==> config.mk <==
export PLATFORM = sky130hd
export DESIGN_NAME = cpu_lsu
export DESIGN_NICKNAME = d
export VERILOG_FILES = /design/src/rtl/cpu_pkg.sv /design/src/rtl/cpu_lsu_fifo.sv /design/src/rtl/cpu_lsu.sv
export SDC_FILE = /design/constraint.sdc
export NUM_CORES = 1
export LEC_CHECK = 0
export BUFFER_PORTS_ARGS = -buffer_cell sky130_fd_sc_hd__buf_2
export CAP_MARGIN = 10
export CORE_ASPECT_RATIO = 2
export CORE_UTILIZATION = 57
export DETAILED_ROUTE_END_ITERATION = 7
export HOLD_SLACK_MARGIN = 0.06
export MAX_ROUTING_LAYER = met4
export PLACE_DENSITY = 0.95
export SLEW_MARGIN = 20
export SYNTH_ARGS = -nofsm -noshare
export SYNTH_HDL_FRONTEND = slang
export SYNTH_SLANG_ARGS = --single-unit
==> constraint.sdc <==
create_clock -name clock -period 8.2 [get_ports clock]
set_input_delay 2.05 -clock clock [delete_from_list [all_inputs] [get_ports clock]]
set_output_delay 2.05 -clock clock [all_outputs]
set_load 0.01 [all_outputs]
==> src/rtl/cpu_pkg.sv <==
// rtl/cpu_pkg.sv - shared cpu opcodes, load/store unit state and tag types
// Purpose: opcode constants shared with the decoder, the LSU state enum, and the
//          load tag carried from issue to response. No ports.
package cpu_pkg;

    // Memory opcodes in the shared 6-bit opcode space.
    localparam logic [5:0] OP_LDB  = 6'h20;
    localparam logic [5:0] OP_LDH  = 6'h21;
    localparam logic [5:0] OP_LDW  = 6'h22;
    localparam logic [5:0] OP_LDD  = 6'h23;
    localparam logic [5:0] OP_LDBU = 6'h24;
    localparam logic [5:0] OP_LDHU = 6'h25;
    localparam logic [5:0] OP_STB  = 6'h28;
    localparam logic [5:0] OP_STH  = 6'h29;
    localparam logic [5:0] OP_STW  = 6'h2A;
    localparam logic [5:0] OP_STD  = 6'h2B;

    typedef enum logic {
        LSU_IDLE = 1'b0,
        LSU_HOLD = 1'b1
    } lsu_state_t;

    typedef enum logic [1:0] {
        SZ_BYTE   = 2'd0,
        SZ_HALF   = 2'd1,
        SZ_WORD   = 2'd2,
        SZ_DOUBLE = 2'd3
    } lsu_size_t;

    // Everything needed to extract a load result once the bus returns the lane data.
    typedef struct packed {
        lsu_size_t  size;
        logic       sgn;
        logic [2:0] offset;
    } lsu_tag_t;

    localparam int LSU_TAG_W = $bits(lsu_tag_t);

    function automatic logic is_misaligned(input lsu_size_t size, input logic [2:0] low);
        case (size)
            SZ_HALF:   return low[0];
            SZ_WORD:   return |low[1:0];
            SZ_DOUBLE: return |low;
            default:   return 1'b0;
        endcase
    endfunction

endpackage

==> src/rtl/cpu_lsu_fifo.sv <==
// rtl/cpu_lsu_fifo.sv - tag FIFO tracking outstanding loads in issue order
// Purpose: DEPTH-entry FIFO; a push on a full FIFO is accepted only with a
//          same-cycle pop, and a pop on an empty FIFO is ignored.
// Ports:   clock, reset (async, active-high); push/push_data write side;
//          pop/pop_data read side (pop_data is the current head); full, empty.
module cpu_lsu_fifo #(
    parameter int DEPTH = 2,
    parameter int WIDTH = 6
) (
    input  logic             clock,
    input  logic             reset,
    input  logic             push,
    input  logic [WIDTH-1:0] push_data,
    input  logic             pop,
    output logic [WIDTH-1:0] pop_data,
    output logic             full,
    output logic             empty
);

    localparam int PW = (DEPTH > 1) ? $clog2(DEPTH) : 1;
    localparam int CW = $clog2(DEPTH + 1);

    logic [WIDTH-1:0] mem_q [DEPTH];
    logic [PW-1:0]    wr_ptr_q, wr_ptr_d;
    logic [PW-1:0]    rd_ptr_q, rd_ptr_d;
    logic [CW-1:0]    count_q, count_d;
    logic             do_push, do_pop;

    // Pointers wrap modulo DEPTH, which need not be a power of two.
    function automatic logic [PW-1:0] next_ptr(input logic [PW-1:0] p);
        return (p == PW'(DEPTH - 1)) ? '0 : p + PW'(1);
    endfunction

    assign full     = (count_q == CW'(DEPTH));
    assign empty    = (count_q == '0);
    assign pop_data = mem_q[rd_ptr_q];
    assign do_pop   = pop & ~empty;
    assign do_push  = push & (~full | do_pop);

    always_comb begin
        wr_ptr_d = do_push ? next_ptr(wr_ptr_q) : wr_ptr_q;
        rd_ptr_d = do_pop  ? next_ptr(rd_ptr_q) : rd_ptr_q;
        count_d  = count_q;
        if (do_push && !do_pop) begin
            count_d = count_q + CW'(1);
        end else if (do_pop && !do_push) begin
            count_d = count_q - CW'(1);
        end
    end

    always_ff @(posedge clock or posedge reset) begin
        if (reset) begin
            wr_ptr_q <= '0;
            rd_ptr_q <= '0;
            count_q  <= '0;
            for (int i = 0; i < DEPTH; i++) begin
                mem_q[i] <= '0;
            end
        end else begin
            wr_ptr_q <= wr_ptr_d;
            rd_ptr_q <= rd_ptr_d;
            count_q  <= count_d;
            if (do_push) begin
                mem_q[wr_ptr_q] <= push_data;
            end
        end
    end

endmodule

==> src/rtl/cpu_lsu.sv <==
// rtl/cpu_lsu.sv - load/store unit between execute stage and data bus
// Purpose: computes the effective address, rejects misaligned ops, issues bus
//          requests (held stable while the bus is not ready), tracks outstanding
//          loads in a tag FIFO and extracts/extends in-order read responses.
// Ports:   clock, reset (async, active-high)
//          p3_*            execute-stage memory op, p4_jump_taken nullifies it
//          lsu_stall       pipeline hold, p3_misaligned_address alignment fault
//          bus_*           request/write/addr/byte_enable/wdata out, ready/rvalid/rdata in
//          ld_valid/ld_data load result, one cycle after bus_rvalid
module cpu_lsu
    import cpu_pkg::*;
#(
    parameter int DATA_W = 32,
    parameter int DEPTH  = 2,
    localparam int NB    = DATA_W / 8
) (
    input  logic              clock,
    input  logic              reset,
    input  logic              p3_valid,
    input  logic [5:0]        p3_op,
    input  logic [31:0]       p3_data_a,
    input  logic [31:0]       p3_literal,
    input  logic [DATA_W-1:0] p3_data_b,
    input  logic              p4_jump_taken,
    output logic              lsu_stall,
    output logic              p3_misaligned_address,
    output logic              bus_request,
    output logic              bus_write,
    output logic [31:0]       bus_addr,
    output logic [NB-1:0]     bus_byte_enable,
    output logic [DATA_W-1:0] bus_wdata,
    input  logic              bus_ready,
    input  logic              bus_rvalid,
    input  logic [DATA_W-1:0] bus_rdata,
    output logic              ld_valid,
    output logic [DATA_W-1:0] ld_data
);

    localparam int OFFW = $clog2(NB);

    lsu_state_t        state_q, state_d;
    logic [31:0]       hold_addr_q, hold_addr_d;
    logic [NB-1:0]     hold_be_q, hold_be_d;
    logic [DATA_W-1:0] hold_wdata_q, hold_wdata_d;
    logic              hold_write_q, hold_write_d;
    logic              hold_load_q, hold_load_d;
    lsu_tag_t          hold_tag_q, hold_tag_d;
    logic              ld_valid_q, ld_valid_d;
    logic [DATA_W-1:0] ld_data_q, ld_data_d;

    logic [31:0]       addr, addr_aligned;
    logic [OFFW-1:0]   offset;
    logic              op_load, op_store, op_sgn;
    lsu_size_t         op_size;
    logic [NB-1:0]     lane_mask, cur_be;
    logic [DATA_W-1:0] data_mask, cur_wdata;
    lsu_tag_t          cur_tag, push_tag, fifo_head;
    logic              is_mem, misalign, accept, issue, load_blocked;
    logic              fifo_push, fifo_pop, fifo_full, fifo_empty;

    // Shift the addressed lanes down to bit 0, then sign/zero-extend per size.
    function automatic logic [DATA_W-1:0] extract(input logic [DATA_W-1:0] d, input lsu_tag_t t);
        logic [DATA_W-1:0] s;
        logic [DATA_W-1:0] r;
        s = d >> {t.offset, 3'b000};
        r = s;
        case (t.size)
            SZ_BYTE: r = t.sgn ? DATA_W'($signed(s[7:0]))  : DATA_W'(s[7:0]);
            SZ_HALF: r = t.sgn ? DATA_W'($signed(s[15:0])) : DATA_W'(s[15:0]);
            SZ_WORD: r = t.sgn ? DATA_W'($signed(s[31:0])) : DATA_W'(s[31:0]);
            default: r = s;
        endcase
        return r;
    endfunction

    assign addr         = p3_data_a + p3_literal;
    assign offset       = addr[OFFW-1:0];
    assign addr_aligned = {addr[31:OFFW], {OFFW{1'b0}}};

    // Opcode decode; doubleword ops are only legal on a 64-bit bus.
    always_comb begin
        op_load  = 1'b0;
        op_store = 1'b0;
        op_sgn   = 1'b0;
        op_size  = SZ_BYTE;
        case (p3_op)
            OP_LDB:  begin op_load = 1'b1; op_sgn = 1'b1; end
            OP_LDH:  begin op_load = 1'b1; op_sgn = 1'b1; op_size = SZ_HALF; end
            OP_LDW:  begin op_load = 1'b1; op_sgn = 1'b1; op_size = SZ_WORD; end
            OP_LDBU: begin op_load = 1'b1; end
            OP_LDHU: begin op_load = 1'b1; op_size = SZ_HALF; end
            OP_LDD:  begin op_load = (DATA_W == 64); op_size = SZ_DOUBLE; end
            OP_STB:  begin op_store = 1'b1; end
            OP_STH:  begin op_store = 1'b1; op_size = SZ_HALF; end
            OP_STW:  begin op_store = 1'b1; op_size = SZ_WORD; end
            OP_STD:  begin op_store = (DATA_W == 64); op_size = SZ_DOUBLE; end
            default: ;
        endcase
    end

    always_comb begin
        lane_mask = '1;
        data_mask = '1;
        case (op_size)
            SZ_BYTE: begin lane_mask = NB'(1);     data_mask = DATA_W'(8'hFF);       end
            SZ_HALF: begin lane_mask = NB'(2'b11); data_mask = DATA_W'(16'hFFFF);    end
            SZ_WORD: begin lane_mask = NB'(4'hF);  data_mask = DATA_W'(32'hFFFF_FFFF); end
            default: ;
        endcase
        cur_be         = lane_mask << offset;
        cur_wdata      = op_store ? ((p3_data_b & data_mask) << {offset, 3'b000}) : '0;
        cur_tag.size   = op_size;
        cur_tag.sgn    = op_sgn;
        cur_tag.offset = 3'(offset);
    end

    assign is_mem                = p3_valid & (op_load | op_store) & ~p4_jump_taken;
    assign misalign              = is_misaligned(op_size, addr[2:0]);
    assign p3_misaligned_address = is_mem & misalign;
    assign accept                = is_mem & ~misalign & (state_q == LSU_IDLE);
    assign fifo_pop              = bus_rvalid & ~fifo_empty;
    // A pop in the same cycle frees the slot the new load needs.
    assign load_blocked          = op_load & fifo_full & ~fifo_pop;
    assign issue                 = accept & ~load_blocked;
    assign lsu_stall             = (state_q == LSU_HOLD) | (accept & load_blocked);

    // IDLE drives the request straight from execute; HOLD replays the latched copy.
    always_comb begin
        bus_request     = 1'b0;
        bus_write       = 1'b0;
        bus_addr        = '0;
        bus_byte_enable = '0;
        bus_wdata       = '0;
        if (state_q == LSU_HOLD) begin
            bus_request     = 1'b1;
            bus_write       = hold_write_q;
            bus_addr        = hold_addr_q;
            bus_byte_enable = hold_be_q;
            bus_wdata       = hold_wdata_q;
        end else if (issue) begin
            bus_request     = 1'b1;
            bus_write       = op_store;
            bus_addr        = addr_aligned;
            bus_byte_enable = cur_be;
            bus_wdata       = cur_wdata;
        end
    end

    assign fifo_push = bus_ready & ((state_q == LSU_HOLD) ? hold_load_q : (issue & op_load));
    assign push_tag  = (state_q == LSU_HOLD) ? hold_tag_q : cur_tag;

    always_comb begin
        state_d      = state_q;
        hold_addr_d  = hold_addr_q;
        hold_be_d    = hold_be_q;
        hold_wdata_d = hold_wdata_q;
        hold_write_d = hold_write_q;
        hold_load_d  = hold_load_q;
        hold_tag_d   = hold_tag_q;
        case (state_q)
            LSU_IDLE: begin
                if (issue && !bus_ready) begin
                    state_d      = LSU_HOLD;
                    hold_addr_d  = addr_aligned;
                    hold_be_d    = cur_be;
                    hold_wdata_d = cur_wdata;
                    hold_write_d = op_store;
                    hold_load_d  = op_load;
                    hold_tag_d   = cur_tag;
                end
            end
            LSU_HOLD: begin
                if (bus_ready) begin
                    state_d = LSU_IDLE;
                end
            end
            default: state_d = LSU_IDLE;
        endcase
        ld_valid_d = fifo_pop;
        ld_data_d  = fifo_pop ? extract(bus_rdata, fifo_head) : ld_data_q;
    end

    always_ff @(posedge clock or posedge reset) begin
        if (reset) begin
            state_q      <= LSU_IDLE;
            hold_addr_q  <= '0;
            hold_be_q    <= '0;
            hold_wdata_q <= '0;
            hold_write_q <= 1'b0;
            hold_load_q  <= 1'b0;
            hold_tag_q   <= '0;
            ld_valid_q   <= 1'b0;
            ld_data_q    <= '0;
        end else begin
            state_q      <= state_d;
            hold_addr_q  <= hold_addr_d;
            hold_be_q    <= hold_be_d;
            hold_wdata_q <= hold_wdata_d;
            hold_write_q <= hold_write_d;
            hold_load_q  <= hold_load_d;
            hold_tag_q   <= hold_tag_d;
            ld_valid_q   <= ld_valid_d;
            ld_data_q    <= ld_data_d;
        end
    end

    assign ld_valid = ld_valid_q;
    assign ld_data  = ld_data_q;

    cpu_lsu_fifo #(
        .DEPTH (DEPTH),
        .WIDTH (LSU_TAG_W)
    ) u_tag_fifo (
        .clock     (clock),
        .reset     (reset),
        .push      (fifo_push),
        .push_data (push_tag),
        .pop       (fifo_pop),
        .pop_data  (fifo_head),
        .full      (fifo_full),
        .empty     (fifo_empty)
    );

endmodule

==> metrics.md <==
| Metric | Value |
|---|---|
| Total leakage power | 5.05 nW |
| Critical path's slowest cell | o211ai_4 |
| Final Critical Period | 6.93 ns |
| Post-Layout Cell Count | 1466 |
| Worst hold endpoint | hold_addr_q[16]$_DFFE_PP0P_ |
| Final hold vios | 0 |
| Number of synthesized flops with an enable pin | 0 |
| Layout Nets | 1431 |
| Average cell area after synthesis | 8.02 µm² |
| Most frequent cells in the layout | nand2_1 (275), buf_2 (242), o21ai_0 (130), dfrtp_1 (120), a21oi_1 (56) |
| Max Slew Vio Count | 0 |
| Drt pass-1 iters | 5 |
| Initial antenna violation count | 3 |
| Area share of the largest cell type after synthesis | 35.9% |
| Post-DP Area | 0.00966 mm² |
| Die ar. | 0.0153 mm² |
| Routed length per instance | 18.1 µm |
| Worst slew pin tran | 0.990 ns |
| Setup TNS Final | 0 ns |
| Largest net degree at the start of global routing | 134 |
| Post-CTS setup buffer count | 0 |
| Crit start category | primary input |
| Vias per cell | 6.08 |
| Global-route wire length before repair | 42100 µm |
| Reg2Reg Setup Slack | 5.15 ns |
| Grt ovf | 0 |
| # fillers | 1152 |
| Top FF cell, synth | dfrtp_1 |
| # DRC | 0 |
| FF-to-FF path depth | 7 |
| Yosys warning total | 0 |
| I/O pins | 245 |
| Power Density | 220 mW/mm² |
| H-tree depth | 4 |
| Worst reg2reg startpoint | u_tag_fifo.rd_ptr_q$_DFFE_PP0P_ |
| Arrival @ worst endpoint | 4.88 ns |
| Total CTS buffers | 17 |
| Antenna viol nets, final | 0 |
| Seq/Total Area, Yosys | 35.9% |
| Vias in the first global route | 8775 |
| CTS tree | done |
| Max incr delay on CP | 0.58 ns |
| Min-delay src | hold_addr_q[16]$_DFFE_PP0P_ |
| Layout area overhead | 21.3% |
| #FFs+latches synth | 121 |
| Crit-path max FO | 20 |
| RSZ-0062 raised after global routing | false |
| Commonest non-fill, non-tap cell in the layout | nand2_1 |
| Routed WL | 26500 µm |
| # resized after CTS | 0 |
| Critical path type | in2out |
| 1st-iter DRT viols | 739 |
| WHS Path Cells | 2 |
| Placed instance count | 1431 |
| Clock Latency Late Sink | 0.42 ns |
| CTS max path bufs | 2 |
| GP Congestion | 0.940 |
| Total track usage | 36.9% |
| # clock sinks | 121 |
| Maximum VDD drop | 0.156 mV |
| Max frequency | 0.144 GHz |
| DR vias | 8915 |
| Post-Syn Instances | 1052 |
| Port Buffers | 242 |
| Slew HR | 34.0% |
| WP buf/inv | 3 |
| Cell Area, Synth | 0.00844 mm² |
| Power, Total | 2.25 mW |
| Chip Height | 174 µm |
| Worst Hold Class | reg2reg |
| Hold-fix buffers at CTS | 0 |
| Post-layout util | 71.0% |
| CTS Root Cell | clkbuf_16 |
| Final Cycle Share | 84.5% |
| Ys async rst share | 100% |
| Largest area contributor in the netlist | dfrtp_1 |
| CP delay by family, top | compound AO/OA/AOI/OAI gates |
| Die width | 88.0 µm |
| Critical Path RT | 6.15 ns |
| Final Skew | 0.0107 ns |
| Initial Util | 58.5% |
| CP dominant cell by count | buf_2 |
| Max-cap check violation count | 0 |
| Final instance area | 0.0102 mm² |
| FP Rows | 62 |
| Crit end category | primary output |
| Run status | completed |
| Total core area | 0.0144 mm² |
| Cell chain of the critical path | buf_2, ha_1, inv_1, fa_1, xor2_1, o21ai_0, a21oi_2, o211ai_4, nand2b_4, nor2_2, a22o_1, buf_2 |
| Reg-to-reg endpoint | ld_data[22]$_DFFE_PP0P_ |
| Post-synth cell types | 77 |
| Final setup viols | 0 |
| DP Wirelength | 19800 µm |
| Layout cells sized above 1 | 24.9% |
| Clock Pin Slew Worst Setup and Hold Paths | 0.06 ns |
| Area contributors post-synth | dfrtp_1 (36%), nand2_1 (12%), o21ai_0 (7.7%) |
worst max path at each step:
stage                  from            end  slack [ns]  cells after the start
6_report       p3_data_a[0]  bus_wdata[10]        1.27                     12
5_1_grt        p3_data_a[0]   bus_addr[29]        1.07                     13
4_1_cts        p3_data_a[0]   bus_wdata[5]        1.31                     12
3_5_place_dp   p3_data_a[0]   bus_wdata[5]        1.31                     12
3_3_place_gp   p3_data_a[0]  bus_wdata[12]        1.40                     12
2_1_floorplan  p3_data_a[0]   bus_addr[30]        2.03                     10
per-stage QoR:
step / hold WS, ns / setup slack [ns]
floorplan: 0.440 / 2.03
global placement: 0.453 / 1.40
detailed placement: 0.463 / 1.31
CTS: 0.476 / 1.31
global route: 0.509 / 1.07
finish: 0.479 / 1.27
state kept, by name, summed over array words and instances (netlist names):
| register | cells |
|---|---|
| ld_data | 32 |
| ld_valid | 1 |
| u_tag_fifo.rd_ptr_q | 1 |
| hold_be_q | 4 |
| hold_load_q | 1 |
| u_tag_fifo.count_q | 2 |
| hold_tag_q | 5 |
| hold_addr_q | 30 |
| hold_write_q | 1 |
| u_tag_fifo.mem_q | 10 |
| hold_wdata_q | 32 |
| state_q | 1 |
| u_tag_fifo.wr_ptr_q | 1 |
cells in the mapped netlist (18+ instances only):
cell and instances:
clkbuf_1 38, o31ai_1 38, xor2_1 19, o211ai_1 18
o21ai_0 130, mux2i_1 24, a21oi_1 56, nand3_1 27
ha_1 32, nand2_1 275, dfrtp_1 121, nor2_1 49
layer usage:
metal | wire length [µm] | up-vias | GRT usage (%)
met1 | 9040 | 4141 | 37.7
met4 | 2020 | 0 | 25.1
met2 | 13600 | 492 | 61.8
met5 | 0 | - | -
li1 | - | 4145 | -
met3 | 1890 | 137 | 7.17
worst register-to-register path: cells and delay by family, from the launching register on:
kind / cells / cell delay [ns]
AND/OR/NAND/NOR: 4 / 1.06
multiplexers: 1 / 0.80
flip-flops: 1 / 0.67
AO/OA/AOI/OAI: 2 / 0.43
logic make-up (layout without fill, tap and decap cells):
family                   count (synthesis)  in the layout  synth area share (%)
AND/OR/NAND/NOR                        418            418                  21.3
AO/OA/AOI/OAI                          329            329                  24.9
flip-flops                             121            121                  35.9
buffers and inverters                   81            299                  4.68
multiplexers                            39             39                  5.11
adder cells (fa/ha/maj)                 33             33                  4.98
XOR/XNOR                                30             30                  3.11
other                                    1              5                0.0444
area by class of cell:
| class | instances | area, µm² | share of cell area [%] |
|---|---|---|---|
| Tap cell | 192 | 240 | 2.35 |
| Antenna cell | 3 | 7.51 | 0.0733 |
| Clock buffer | 17 | 425 | 4.15 |
| Sequential cell | 121 | 3030 | 29.6 |
| Timing Repair Buffer | 252 | 1300 | 12.7 |
| Multi-Input combinational cell | 851 | 5030 | 49.2 |
| Inverter | 15 | 58.8 | 0.574 |
| Clock inverter | 15 | 144 | 1.41 |
power by group:
group / internal, mW / switching [mW] / total [mW]
clock: 0.423 / 0.294 / 0.717
sequential: 0.737 / 0.0868 / 0.824
combinational: 0.274 / 0.439 / 0.713
total: 1.43 / 0.820 / 2.25
No activity file was read; power rests on OpenSTA's default activity.
